File: src/rtl/spart_tx_engine.sv
// SPART transmit engine: double-buffered holding register, framing FSM and
// serial shifter driving TXD, paced by the shared baud-rate generator tick.
module spart_tx_engine #(
   parameter int DATA_BITS   = 8,
   parameter int SAMPLE_RATE = 16,
   parameter int CNT_W       = $clog2(SAMPLE_RATE)
) (
   input  logic                 clk,
   input  logic                 rst_n,
   input  logic [1:0]           ioaddr,
   input  logic                 iorw,
   input  logic                 iocs,
   input  logic [DATA_BITS-1:0] data_in,
   input  logic                 brg_en,
   input  logic [1:0]           parity_mode,
   input  logic                 two_stop,
   output logic                 tbr,
   output logic                 busy,
   output logic                 overrun,
   output logic                 txd
);

   typedef enum logic [2:0] {IDLE, START, DATA, PARITY, STOP} state_t;

   state_t               state;
   logic [CNT_W-1:0]     sample_cnt;
   logic [3:0]           bit_cnt;
   logic                 stop_cnt;
   logic [DATA_BITS-1:0] hold_reg;
   logic                 hold_full;
   logic [DATA_BITS-1:0] shifter;
   logic [DATA_BITS-1:0] payload;
   logic [1:0]           par_q;
   logic                 two_q;

   logic wr, bit_end, last_stop, load, accept, par_en, par_bit;

   assign wr        = iocs & ~iorw & (ioaddr == 2'b00);
   assign bit_end   = (state != IDLE) && brg_en && (sample_cnt == CNT_W'(SAMPLE_RATE-1));
   assign last_stop = (state == STOP) && bit_end && (stop_cnt == two_q);
   // A full holding register is drained either from IDLE on a tick or
   // directly at the end of the last stop bit, so back-to-back frames have no gap.
   assign load      = hold_full && (((state == IDLE) && brg_en) || last_stop);
   assign accept    = wr && (!hold_full || load);
   assign par_en    = (par_q == 2'b01) || (par_q == 2'b10);
   assign par_bit   = (par_q == 2'b01) ? ^payload : ~^payload;

   always_ff @(posedge clk or negedge rst_n) begin
      if (!rst_n) begin
         state      <= IDLE;
         sample_cnt <= '0;
         bit_cnt    <= '0;
         stop_cnt   <= 1'b0;
         hold_reg   <= '0;
         hold_full  <= 1'b0;
         shifter    <= '0;
         payload    <= '0;
         par_q      <= 2'b00;
         two_q      <= 1'b0;
         tbr        <= 1'b1;
         busy       <= 1'b0;
         overrun    <= 1'b0;
         txd        <= 1'b1;
      end else begin
         overrun <= wr & ~accept;

         if (accept) begin
            hold_reg  <= data_in;
            hold_full <= 1'b1;
            tbr       <= 1'b0;
         end else if (load) begin
            hold_full <= 1'b0;
            tbr       <= 1'b1;
         end

         if ((state != IDLE) && brg_en)
            sample_cnt <= bit_end ? '0 : sample_cnt + 1'b1;

         if (load) begin
            // Configuration is frozen here for the whole frame.
            shifter    <= hold_reg;
            payload    <= hold_reg;
            par_q      <= parity_mode;
            two_q      <= two_stop;
            sample_cnt <= '0;
            bit_cnt    <= '0;
            txd        <= 1'b0;
            busy       <= 1'b1;
            state      <= START;
         end else if (bit_end) begin
            case (state)
               START: begin
                  state   <= DATA;
                  txd     <= shifter[0];
                  bit_cnt <= '0;
               end
               DATA: begin
                  if (bit_cnt == 4'(DATA_BITS-1)) begin
                     if (par_en) begin
                        state <= PARITY;
                        txd   <= par_bit;
                     end else begin
                        state    <= STOP;
                        txd      <= 1'b1;
                        stop_cnt <= 1'b0;
                     end
                  end else begin
                     shifter <= shifter >> 1;
                     txd     <= shifter[1];
                     bit_cnt <= bit_cnt + 4'd1;
                  end
               end
               PARITY: begin
                  state    <= STOP;
                  txd      <= 1'b1;
                  stop_cnt <= 1'b0;
               end
               STOP: begin
                  if (last_stop) begin
                     state <= IDLE;
                     busy  <= 1'b0;
                     txd   <= 1'b1;
                  end else begin
                     stop_cnt <= 1'b1;
                  end
               end
               default: state <= IDLE;
            endcase
         end
      end
   end

endmodule

File: config.mk
export PLATFORM = sky130hd
export DESIGN_NAME = spart_tx_engine
export DESIGN_NICKNAME = d
export VERILOG_FILES = /design/src/rtl/spart_tx_engine.sv
export SDC_FILE = /design/constraint.sdc
export NUM_CORES = 1
export LEC_CHECK = 0
export CAP_MARGIN = 10
export CORE_MARGIN = 8
export CORE_UTILIZATION = 45
export DETAILED_ROUTE_END_ITERATION = 7
export PLACE_DENSITY = 0.66
export SYNTH_ARGS = -nofsm -noshare
export SYNTH_HDL_FRONTEND = slang
export SYNTH_SLANG_ARGS = --single-unit
File: constraint.sdc
create_clock -name clk -period 2.7 [get_ports clk]
set_input_delay 0.675 -clock clk [delete_from_list [all_inputs] [get_ports clk]]
set_output_delay 0.675 -clock clk [all_outputs]
set_load 0.01 [all_outputs]
Word level (Yosys, flattened, before mapping). Index checks and enable logic that the tools add are counted.

$add $sub $neg: 2. Bitwise operators: 6. Eq/ne operators: 16. Mux-type cells: 36. Reduce and logical (&&, ||, !) cells: 31.

Operator list (number): $mux W8 (4); $mux W4 (6); $mux W1 (17); $mux W3 (5); $reduce_and A3 Y1 (5); $pmux W3 S4 (1); $reduce_bool A2 Y1 (6); $ne A3 B3 Y1 const B (3); $reduce_bool A3 Y1 (3); $add A4 B1 Y4 const B (2); $ne A2 B2 Y1 const B (4); $pmux W4 S2 (1); $reduce_xnor A8 Y1 (1); $reduce_xor A8 Y1 (1); $logic_and A1 B1 Y1 (7); $eq A3 B2 Y1 const B (2); $reduce_and A6 Y1 (1); $reduce_bool A5 Y1 (1); $eq A4 B3 Y1 const B (1); $eq A4 B4 Y1 const B (1); $pmux W1 S4 (1); $and A1 B1 Y1 (3); $eq A3 B1 Y1 const B (1); $eq A3 B3 Y1 const B (1); 9 further kinds (13).

Register bits: 44. Input bits: 18. Output and inout bits: 4.

Logic depth before layout (Yosys ltp).
Word-level depth: 11. Mapped depth: 9. Gate-level depth less buffers: 7.

Worst setup path before layout. OpenSTA, ideal clock, no wires.

Path type: input port to flip-flop. Start point: input port iorw. End point: register hold_reg[0]. Data required time: 2.572 ns. Stages: 4. Path buffers: 1. Data arrival time: 1.838 ns. Slack: 0.734 ns. Cells stage by stage: or4b_1 nand2b_1 buf_2 mux2_1.

Longest elaborated chain between the ends: 4.

Ends and longest elaborated chain: from (decl) (RTL line 11) `input logic iorw,`; $not A1 Y1 (RTL line 38) `assign wr = iocs & ~iorw & (ioaddr == 2'b00);`; $and A1 B1 Y1 (2 in series) (RTL line 38); $logic_and A1 B1 Y1 (RTL line 44) `assign accept = wr && (!hold_full || load);`; to (signal assigned) (RTL line 68) `hold_reg <= data_in;`; to (decl) (RTL line 29) `logic [DATA_BITS-1:0] hold_reg;`.

No other way between the ends. A chain may end at the register's enable or synchronous reset.

Worst setup path after layout.
Start point: input port brg_en. End point: register hold_reg[3].

Longest elaborated chain between the ends: 8. Elaborated cells between the ends (all ways): 9. Classes of those cells: reduce/logical: 9.

Ends and longest elaborated chain: from (decl) (RTL line 14) `input logic brg_en,`; $logic_and A1 B1 Y1 (2 in series) (RTL line 39) `assign bit_end = (state != IDLE) && brg_en && (sample_cnt == CNT_W'(SAMPLE_RATE-1));`; $logic_and A1 B1 Y1 (2 in series) (RTL line 40) `assign last_stop = (state == STOP) && bit_end && (stop_cnt == two_q);`; $logic_or A1 B1 Y1 * (RTL line 43) `assign load = hold_full && (((state == IDLE) && brg_en) || last_stop);`; $logic_and A1 B1 Y1 * (RTL line 43); $logic_or A1 B1 Y1 * (RTL line 44); $logic_and A1 B1 Y1 * (RTL line 44).

Mark *: on every way between the ends. The rest lies on a longest branch, timed or not.

==> flow_metrics.env <==
export IMPL_avgSynthCellArea_um2=10.62
export IMPL_num_vias=1493
export IMPL_grt_max_degree=27
export IMPL_setup_viol=0
export IMPL_first_iter_violations=68
export IMPL_crit_buf_inv=3
export IMPL_cts_htree_levels=2
export IMPL_grt_pass1_wl_um=6900
export IMPL_synthTopCellsByArea="dfrtp_1, nand2_1, mux2_1"
export IMPL_multi_input_comb_area_um2=942.2
export IMPL_cts_hold_buf=0
export IMPL_start_util_pct=45.89
export IMPL_path_clk_slew_ns=0.08
export IMPL_finClkSkew_ns=0.005885
export IMPL_fin_nets=246
export IMPL_synth_compound_area_share_pct=12.49
export IMPL_route_detailed_drc=0
export IMPL_synth_common_cells="nand2_1, dfrtp_1, o21ai_1"
export IMPL_synthMuxAreaShare_pct=8.598
export IMPL_max_slew_margin_rel_pct=69.00
export IMPL_slowest_stage="clkdlybuf4s50_1"
export IMPL_cts_tree="built"
export IMPL_synth_cells=200
export IMPL_antenna_found_initial=0
export IMPL_tns_ns=0
export IMPL_synth_adder_area_share_pct=1.767
export IMPL_drive_above_1_share_pct=10.62
export IMPL_p_total_uw=2434
export IMPL_synth_top_family_by_area="simple AND/OR/NAND/NOR gates"
export IMPL_crit_path_end_kind="register"
export IMPL_worstMarginPinSlew_ns=0.4650
export IMPL_pin_count=22
export IMPL_core_mm2=0.004629
export IMPL_ir_drop_uv=509.9
export IMPL_yosysMostFrequentCell="nand2_1"
export IMPL_fp_row_count=25
export IMPL_synth_largest_area_cell="dfrtp_1"
export IMPL_numPortBuffers=21
export IMPL_synth_cell_types=43
export IMPL_rsz0062_at_grt="false"
export IMPL_routed_wl_um=4049
export IMPL_drtPass1Iterations=4
export IMPL_cts_root_buf="clkbuf_8"
export IMPL_area_growth_pct=19.20
export IMPL_cp_top_family="buffers and inverters"
export IMPL_hpwl_um=2964
export IMPL_gr_total_overflow=0
export IMPL_fillers=417
export IMPL_fmax_ghz=0.4607
export IMPL_ys_warn_count=0
export IMPL_cp_arrival_ns=2.36
export IMPL_cp_max_fo=9
export IMPL_p_per_area_mw_per_mm2=961.0
export IMPL_ys_seq_area_share_pct=51.94
export IMPL_ys_flop_type="dfrtp_1"
export IMPL_hold_class="in2async"
export IMPL_synth_top_area_share_pct=49.47
export IMPL_power_leakage_uw=0.001131
export IMPL_critPathMaxStageDelay_ns=0.53
export IMPL_cts_buffer_depth=2
export IMPL_gp_congestion=0.7976
export IMPL_period_needed_ns=2.171
export IMPL_synth_simple_area_share_pct=17.14
export IMPL_ant_nets=0
export IMPL_critPathLaunchType="input port"
export IMPL_grt_usage_pct=12.16
export IMPL_synth_nets=221
export IMPL_cts_made_buffers=5
export IMPL_antenna_cells=0
export IMPL_synth_edff_count=0
export IMPL_post_cts_buffers=0
export IMPL_avgRoutedWirePerCell_um=14.46
export IMPL_outcome="completed"
export IMPL_dieArea_mm2=0.007176
export IMPL_insertion_delay_ns=0.30
export IMPL_worstSetupPathType="in2reg"
export IMPL_required_ns=2.89
export IMPL_drv_slew=0
export IMPL_cts_sinks=44
export IMPL_crit_chain="clkdlybuf4s50_1 -> nor4b_1 -> buf_4 -> a31oi_1 -> nand2_1 -> nand2b_1 -> buf_12 -> mux2_1"
export IMPL_die_y_um=84.71
export IMPL_hold_viol=0
export IMPL_async_flop_share_pct=100.0
export IMPL_ys_ff_latch=44
export IMPL_cts_resized=0
export IMPL_max_cap_violations=0
export IMPL_grt_pass1_vias=1490
export IMPL_synthXorXnorAreaFrac_pct=4.358
export IMPL_regArea_mm2=0.001104
export IMPL_die_x_um=84.71
export IMPL_via_per_inst=5.332
export IMPL_netlist_area_mm2=0.002125
export IMPL_fin_crit_sh_pct=80.39
[power by group]
part	internal (µW)	switching, µW
sequential	910	198
combinational	405	330
clock	370	221
[routing by layer]
layer | vias up | track usage, % | wire, µm
met5 | - | 0 | 0
met4 | 0 | 6.311 | 80
met3 | 8 | 2.732 | 130
met2 | 22 | 19.69 | 1947
met1 | 716 | 14.75 | 1890
li1 | 747 | - | -
[final timing paths]
kind	from	to	slack (ns)	depth (start not counted)
setup reg to reg	state[1]$_DFFE_PN0P_	hold_reg[3]$_DFFE_PN0P_	0.75	6
hold reg to reg	hold_reg[4]$_DFFE_PN0P_	payload[4]$_DFFE_PN0P_	0.49	2
hold / removal	rst_n	two_q$_DFFE_PN0P_	0.28	1
max in group asynchronous	rst_n	txd$_DFFE_PN1P_	1.81	2
setup / recovery	brg_en	hold_reg[3]$_DFFE_PN0P_	0.53	8
min in group clk	hold_reg[4]$_DFFE_PN0P_	payload[4]$_DFFE_PN0P_	0.49	2
[final cells by class]
class | count | share of cell area [%]
Sequential cell | 44 | 43.58
Multi-Input combinational cell | 145 | 37.20
Timing Repair Buffer | 28 | 11.17
Clock buffer | 6 | 2.866
Tap cell | 54 | 2.668
Clock inverter | 2 | 2.372
Inverter | 1 | 0.1482
[layout by cell type (no fill, tap or decap), types with 2 or more instances in the layout]
master           Yosys  routed
nand2_1             45      45
dfrtp_1             42      42
clkdlybuf4s50_1      0      20
o21ai_1             13      13
nor2_1               9       9
mux2_1               8       8
mux2i_1              7       7
o21ai_0              7       7
a21oi_1              6       6
xnor2_1              5       5
clkbuf_8             0       5
buf_4                0       5
xor2_1               3       3
o31ai_1              3       3
nand3_1              3       3
ha_1                 3       3
nor3b_1              2       2
nor4b_1              2       2
a31oi_1              2       2
nand2b_1             2       2
nand4_1              2       2
nor2b_1              2       2
mux2_2               2       2
bufinv_16            0       2
buf_12               0       2
dfstp_2              2       2
[through the flow]
| stage | hold WS [ns] | setup slack, ns | cells | utilization, % | cell area (µm²) |
|---|---|---|---|---|---|
| after floorplan | 0.3794 | 0.7340 | 200 | - | 2125 |
| after global placement | 0.4710 | 0.2334 | 272 | 51.84 | 2400 |
| after detailed placement | 0.4743 | 0.1883 | 272 | 51.84 | 2400 |
| after CTS | 0.2873 | 0.5076 | 280 | 54.70 | 2532 |
| after global routing | 0.3120 | 0.4400 | 280 | 54.70 | 2532 |
| final | 0.2832 | 0.5295 | 280 | 54.70 | 2532 |
[cells by family after synthesis]
group | Yosys count
adder cells (fa/ha/maj) | 3
AND/OR/NAND/NOR | 77
XOR/XNOR | 9
multiplexers | 17
buffers and inverters | 11
flip-flops | 44
AO/OA/AOI/OAI | 39
Power figures use the tool's default switching activity.
